[config.mk]
export PLATFORM = sky130hd
export DESIGN_NAME = io_responder
export DESIGN_NICKNAME = d
export VERILOG_FILES = /design/src/rtl/io_responder.sv
export SDC_FILE = /design/constraint.sdc
export NUM_CORES = 1
export LEC_CHECK = 0
export CAP_MARGIN = 10
export CORE_ASPECT_RATIO = 0.5
export CORE_UTILIZATION = 42
export DETAILED_ROUTE_END_ITERATION = 7
export HOLD_SLACK_MARGIN = 0.08
export PLACE_DENSITY = 0.72
export RECOVER_POWER = 100
export SLEW_MARGIN = 15
export SYNTH_ARGS = -nofsm -noshare
export SYNTH_HDL_FRONTEND = slang
export SYNTH_SLANG_ARGS = --single-unit
[constraint.sdc]
create_clock -name clock -period 1.8 [get_ports clock]
set_clock_uncertainty 0.05 [all_clocks]
set_input_delay 0.18 -clock clock [delete_from_list [all_inputs] [get_ports clock]]
set_output_delay 0.18 -clock clock [all_outputs]
set_load 0.02 [all_outputs]
[src/rtl/io_responder.sv]
// io_responder: LED output register and debounced switch read-back for the
// memory-mapped I/O decoder of a single-cycle CPU.
// Switch step to sw_db update latency is 2 (synchroniser) + 1 (IDLE to COUNT)
// + DB_CYCLES clock cycles.
module io_responder #(
   parameter int DB_CYCLES = 250000,
   parameter int CNT_W     = 18
) (
   input  logic        clock,
   input  logic        reset,
   input  logic [31:0] address,
   input  logic        LEDCtrl,
   input  logic        SwitchCtrl,
   input  logic [31:0] write_data,
   input  logic [23:0] switch_in,
   output logic [15:0] ioread_data,
   output logic [23:0] led_out
);

   typedef enum logic {
      IDLE  = 1'b0,
      COUNT = 1'b1
   } db_state_t;

   localparam logic [CNT_W-1:0] CNT_LAST = CNT_W'(DB_CYCLES - 1);

   db_state_t        state, state_next;
   logic [CNT_W-1:0] cnt, cnt_next;
   logic [23:0]      sync1, sync2, prev;
   logic [23:0]      sw_db, sw_db_next;

   // Only the half-word select bits and the low store half-word are decoded.
   logic unused_bits;
   assign unused_bits = ^{address[31:2], write_data[31:16]};

   // LED register: half-word at offset 0, upper byte at offset 2.
   always_ff @(posedge clock) begin
      if (reset) begin
         led_out <= '0;
      end else if (LEDCtrl) begin
         case (address[1:0])
            2'b00:   led_out[15:0]  <= write_data[15:0];
            2'b10:   led_out[23:16] <= write_data[7:0];
            default: led_out        <= led_out;
         endcase
      end
   end

   // Two-flop synchroniser plus one extra stage to detect a still-bouncing input.
   always_ff @(posedge clock) begin
      if (reset) begin
         sync1 <= '0;
         sync2 <= '0;
         prev  <= '0;
      end else begin
         sync1 <= switch_in;
         sync2 <= sync1;
         prev  <= sync2;
      end
   end

   // Debounce state, counter and accepted switch value.
   always_ff @(posedge clock) begin
      if (reset) begin
         state <= IDLE;
         cnt   <= '0;
         sw_db <= '0;
      end else begin
         state <= state_next;
         cnt   <= cnt_next;
         sw_db <= sw_db_next;
      end
   end

   // Group debounce: any movement restarts the count, a full stable run is accepted.
   always_comb begin
      state_next = state;
      cnt_next   = '0;
      sw_db_next = sw_db;
      case (state)
         IDLE: begin
            if (sync2 != sw_db) begin
               state_next = COUNT;
            end
         end
         COUNT: begin
            if (sync2 != prev) begin
               state_next = COUNT;
            end else if (sync2 == sw_db) begin
               state_next = IDLE;
            end else if (cnt == CNT_LAST) begin
               sw_db_next = sync2;
               state_next = IDLE;
            end else begin
               cnt_next = cnt + 1'b1;
            end
         end
         default: state_next = IDLE;
      endcase
   end

   // Combinational read of the accepted switch value.
   always_comb begin
      ioread_data = 16'h0000;
      if (SwitchCtrl) begin
         case (address[1:0])
            2'b00:   ioread_data = sw_db[15:0];
            2'b10:   ioread_data = {8'h00, sw_db[23:16]};
            default: ioread_data = 16'h0000;
         endcase
      end
   end

endmodule

# [Yosys cells after proc, flatten, opt, wreduce, memory -nomap -nowiden]
# Cells that the tools add are included.
[totals] elab_cells=29 inputBits=92 latch_bits=0 memories=0 regBits=139 output_inout_bits=40 ramBits=0 rom_bits=0
[op_classes] muxes=7 reduce_logical=5 bitwise=3 magnitude_cmp=0 n_eq_ne=5 div_mod_pow=0 mul=0 shift=0 addsub=1
[ops] op="24-bit inequality test" count=2
[ops] op="16-bit case mux with 2 select lines" count=1
[ops] op="24-bit equality test" count=1
[ops] op="18-bit by 1-bit adder with 18-bit output, second input constant" count=1
[ops] op="18-bit equality test, second input constant" count=1
[ops] op="16-bit two-way mux" count=1
[ops] op="5-bit OR reduction" count=1
[ops] op="1-bit two-way mux" count=4
[ops] op="2-bit AND reduction" count=2
[ops] op="4-bit AND reduction" count=1
[ops] op="1-bit inverter" count=3
[ops] op="2-bit equality test, second input constant" count=1
[ops] op="2-bit zero test" count=1
[ops] op="1-bit case mux with 2 select lines" count=1

# [Depth between registers and ports, before layout]
# Gate-level depths: netlist of the first run.
[depth] word_depth=5 mapped_depth=7 mapped_depth_nobuf=6

# [Worst setup path before layout of the first run]
# OpenSTA, ideal clock, no wires.
[synth_path] path_kind="reg2reg" startpoint="register sw_db[20]" endpoint="register sw_db[10]" setup_ps=121 path_stages_with_launch=7 synth_period_minus_slack_ps=1941 required_time_ps=1629 setup_slack_ps=-141 path_buffers=1 arrival_time_ps=1770 path_cell_list="dfxtp_1 xor2_1 nor4_1 nand4_1 o2111ai_4 buf_6 mux2_4"
[synth_between] elab_chain_len=3
[synth_lines] element="start: declaration" line_no="30" rtl="logic [23:0] sw_db, sw_db_next;"
[synth_lines] element="start signal: assignment" line_no="71" rtl="sw_db <= sw_db_next;"
[synth_lines] element="24-bit equality test" line_no="89" rtl="end else if (sync2 == sw_db) begin"
[synth_lines] element="1-bit inverter (no source line)"
[synth_lines] element="4-bit AND reduction (no source line)"
# Every way passes these cells.
# A chain may end at the register's enable or synchronous reset.

# [Final worst setup path of the first run]
[layout_path] startpoint="register sw_db[4]" endpoint="register cnt[3]"
[layout_between] elab_chain_len=2
[layout_lines] element="24-bit equality test" line_no="89"
[layout_lines] element="5-bit OR reduction (no source line)"
[layout_lines] element="end signal: assignment" line_no="70" rtl="cnt <= cnt_next;"
[layout_lines] element="end: declaration" line_no="28" rtl="logic [CNT_W-1:0] cnt, cnt_next;"
# Every way passes these cells.

==> results of run 1 <==
-- layout make-up --
| type | count | area, um2 |
|---|---|---|
| flip-flops and latches | 139 | 2790 |
| clock buffers | 21 | 470 |
| repair buffers | 168 | 1570 |
| well taps | 165 | 206 |
| inverters | 3 | 11.3 |
| multi-input cells | 357 | 2690 |
| fillers | 940 | 4360 |
| clock inverters | 10 | 92.6 |
-- layout by cell type, fill, tap and decap left out, types with 24 or more instances in the layout --
cell / instances
nor2b_1: 96
mux2_4: 24
clkdlybuf4s50_1: 41
nor2_1: 24
buf_4: 64
dfxtp_1: 131
nand2_1: 41
dlygate4sd3_1: 27
xor2_1: 32
xnor2_1: 29
-- worst paths after layout --
kind,from,to,slack [ns],cells past startpoint
worst max-delay path,sw_db[4],cnt[3],-0.32,8
worst min-delay path,write_data[14],led_out[14],0.26,3
worst max register to register,sw_db[4],cnt[3],-0.32,8
worst min register to register,sync1[7],sync2[7],0.39,1
-- state kept, by name, indices dropped and copies added (netlist names) --
signal,cells
prev,24
sync2,24
sw_db,24
cnt,18
sync1,24
led_out,24
state,1
-- per-stage QoR --
stage                     worst slack [ns]  setup TNS (ns)
after global placement              -0.296          -11.14
after floorplan                     -0.123           -2.45
after global routing                -0.372          -14.39
final                               -0.324          -11.48
after detailed placement            -0.342          -12.47
after CTS                           -0.286           -9.90
-- timing repair --
action / 4_1_cts / 5_1_grt
gates cloned: 3 / 0
hold endpoints to repair: 0 / 0
resized for setup: 53 / 19
buffers inserted: 3 / 2
setup endpoints to repair: 59 / 52
pin swaps: 17 / 1
-- critical path: cells and delay by family (launching register included) --
| family | cells | cell delay (ns) |
|---|---|---|
| AND/OR/NAND/NOR | 3 | 0.62 |
| buffers and inverters | 3 | 0.58 |
| flip-flops | 1 | 0.33 |
| AO/OA/AOI/OAI | 1 | 0.23 |
| XOR/XNOR | 1 | 0.18 |
-- Yosys cell counts --
| master | count | area share, % |
|---|---|---|
| or3b_1 | 1 | 0.16 |
| o211ai_2 | 1 | 0.23 |
| and4_2 | 1 | 0.18 |
| mux2i_1 | 16 | 2.9 |
| inv_1 | 3 | 0.21 |
| or4_4 | 1 | 0.21 |
| o21ba_2 | 1 | 0.18 |
| nand3_1 | 4 | 0.37 |
| buf_2 | 2 | 0.18 |
| ha_1 | 1 | 0.23 |
| and2_1 | 9 | 1.0 |
| clkbuf_1 | 17 | 1.2 |
| xnor2_1 | 32 | 5.2 |
| o2111ai_4 | 1 | 0.48 |
| nor3b_1 | 1 | 0.14 |
| mux2_2 | 4 | 0.83 |
| xor2_1 | 32 | 5.2 |
| nand2_1 | 41 | 2.8 |
| nor2b_1 | 96 | 11 |
| or3_1 | 1 | 0.12 |
| buf_1 | 3 | 0.21 |
| nor4b_1 | 1 | 0.16 |
| a31o_2 | 1 | 0.16 |
| o21a_1 | 1 | 0.14 |
| nor4bb_1 | 2 | 0.37 |
| nor4_4 | 1 | 0.39 |
| nand4_1 | 12 | 1.4 |
| nand3b_1 | 1 | 0.14 |
| nor2_1 | 24 | 1.7 |
| nand2b_1 | 3 | 0.35 |
| nor3_1 | 19 | 1.8 |
| dfxtp_1 | 139 | 51 |
| nor4_2 | 1 | 0.23 |
| nor4_1 | 10 | 1.2 |
| or3b_2 | 1 | 0.16 |
| a21oi_1 | 16 | 1.5 |
| a21boi_0 | 1 | 0.14 |
| mux2_4 | 20 | 5.5 |
| clkbuf_2 | 1 | 0.092 |
| buf_6 | 2 | 0.41 |
-- power breakdown --
| part | switching (mW) | internal [mW] |
|---|---|---|
| Combinational | 0.243 | 0.278 |
| Clock | 1.30 | 2.00 |
| Sequential | 0.0441 | 3.16 |
| Total | 1.59 | 5.44 |
-- layer usage --
| metal | wire length (um) | global-route usage [%] | share of wire, % | up-vias |
|---|---|---|---|---|
| met5 | 0 | 0 | 0 | - |
| met4 | 244 | 8.22 | 1.9 | 0 |
| met3 | 564 | 5.00 | 4.3 | 25 |
| met2 | 5920 | 33.1 | 45 | 81 |
| met1 | 6430 | 25.8 | 49 | 1949 |
| li1 | - | - | - | 2056 |
-- cell families after synthesis --
group / after synthesis / share of synthesized area [%]
AND/OR/NAND/NOR: 230 / 23.8
adder cells (fa/ha/maj): 1 / 0.230
flip-flops: 139 / 51.2
AO/OA/AOI/OAI: 22 / 2.81
buffers and inverters: 28 / 2.28
multiplexers: 40 / 9.30
XOR/XNOR: 64 / 10.3
==> flow_summary.ini, run 1 <==
[outcome]
status = finished with violations
violations = negative setup slack

[synthesis]
synthCells = 524
ys_ff_latch = 139
syn_avg_cell_area_um2 = 10.4
yosys.cell_types.count = 40
yosysSeqAreaShare_pct = 51.2
synth_area_um2 = 5430
synth_fp_nets = 617
yosysWarnings = 0

[final_layout]
syn2layout_area_growth_pct = 44.2
finalNetCount = 779
drive_gt1_share_pct = 25.8
n_antenna_cell = 0
stdcell_count = 863
design_area_um2 = 7830
final_core_utilization_pct = 64.2

[floorplan]
die_h_um = 82.4
num_rows = 28
start_util_pct = 44.6
dieWidth_um = 163
core_area_um2 = 12200
num_io_pins = 132
dieArea_um2 = 13400

[critical_path]
worstPathCellList = xor2_1 -> nor4_2 -> nand2_1 -> buf_4 -> o211ai_4 -> buf_12 -> bufbuf_16 -> nor3_1
end_kind = flop
crit_arrival_ns = 2.37
max_stage_delay_ns = 0.41
slowest_stage = nor4_2
crit_fanout = 4
startpoint_type = flop
criticalPathCategory = flop to flop
worstPathRequired_ns = 2.05

[routing]
wl_um = 13200
num_vias = 4111
final_antenna_net_count = 0
drtPass1Iterations = 5
routed_via_density = 4.76
first_iter_violations = 218
wl_per_cell_um = 15.2
drc = 0

[global_routing]
grt_pass1_vias = 4134
antenna_found_initial = 0
grt-ovfl-total = 0
grtUsageTotal_pct = 20.2
grt_pass1_wl_um = 20500
grt_max_degree = 52

[timing]
holdWs_ns = 0.263
hold_viol = 0
grt_setup_unrepaired = true
worstMarginPinSlew_ns = 1.15
period_share_pct = 118
slew_headroom_pct = 23.2
setup_slack_ns = -0.324
maxSlewViolCount = 0
period_needed_ns = 2.12
setup_viol = 46
max_freq_ghz = 0.471

[placed_design]
dpl_cell_area_um2 = 7030
post-dp-hpwl_um = 8830
numPlacedInstances = 825
numPortBuffers = 85
gp_congestion = 0.804

[clocking]
cts_sinks = 139
cts.clk_slew.worst_paths_ns = 0.06
cts_max_path_buffers = 2
root_buffer = clkbuf_16
clk_latency_ns = 0.41
h-tree-depth = 4
cts-hold-fix-buffers = 0
numCtsBuffers = 17
cts_tree = yes

[power]
p_per_area_nw_per_um2 = 897
peakVddDrop_uv = 660
power.leakage_nw = 3.34
power_mw = 7.03

[min_path]
hold_class = primary input to flop

[run]
maxCapViolCount = 0
Note: power is estimated with default switching activity, not from simulation.
==> run 2, diff against run 1 <==
- CTS_CLUSTER_SIZE: unset -> 28
==> results of run 2 <==
No change in the layout: final DEF, timing and power equal those of run 1.
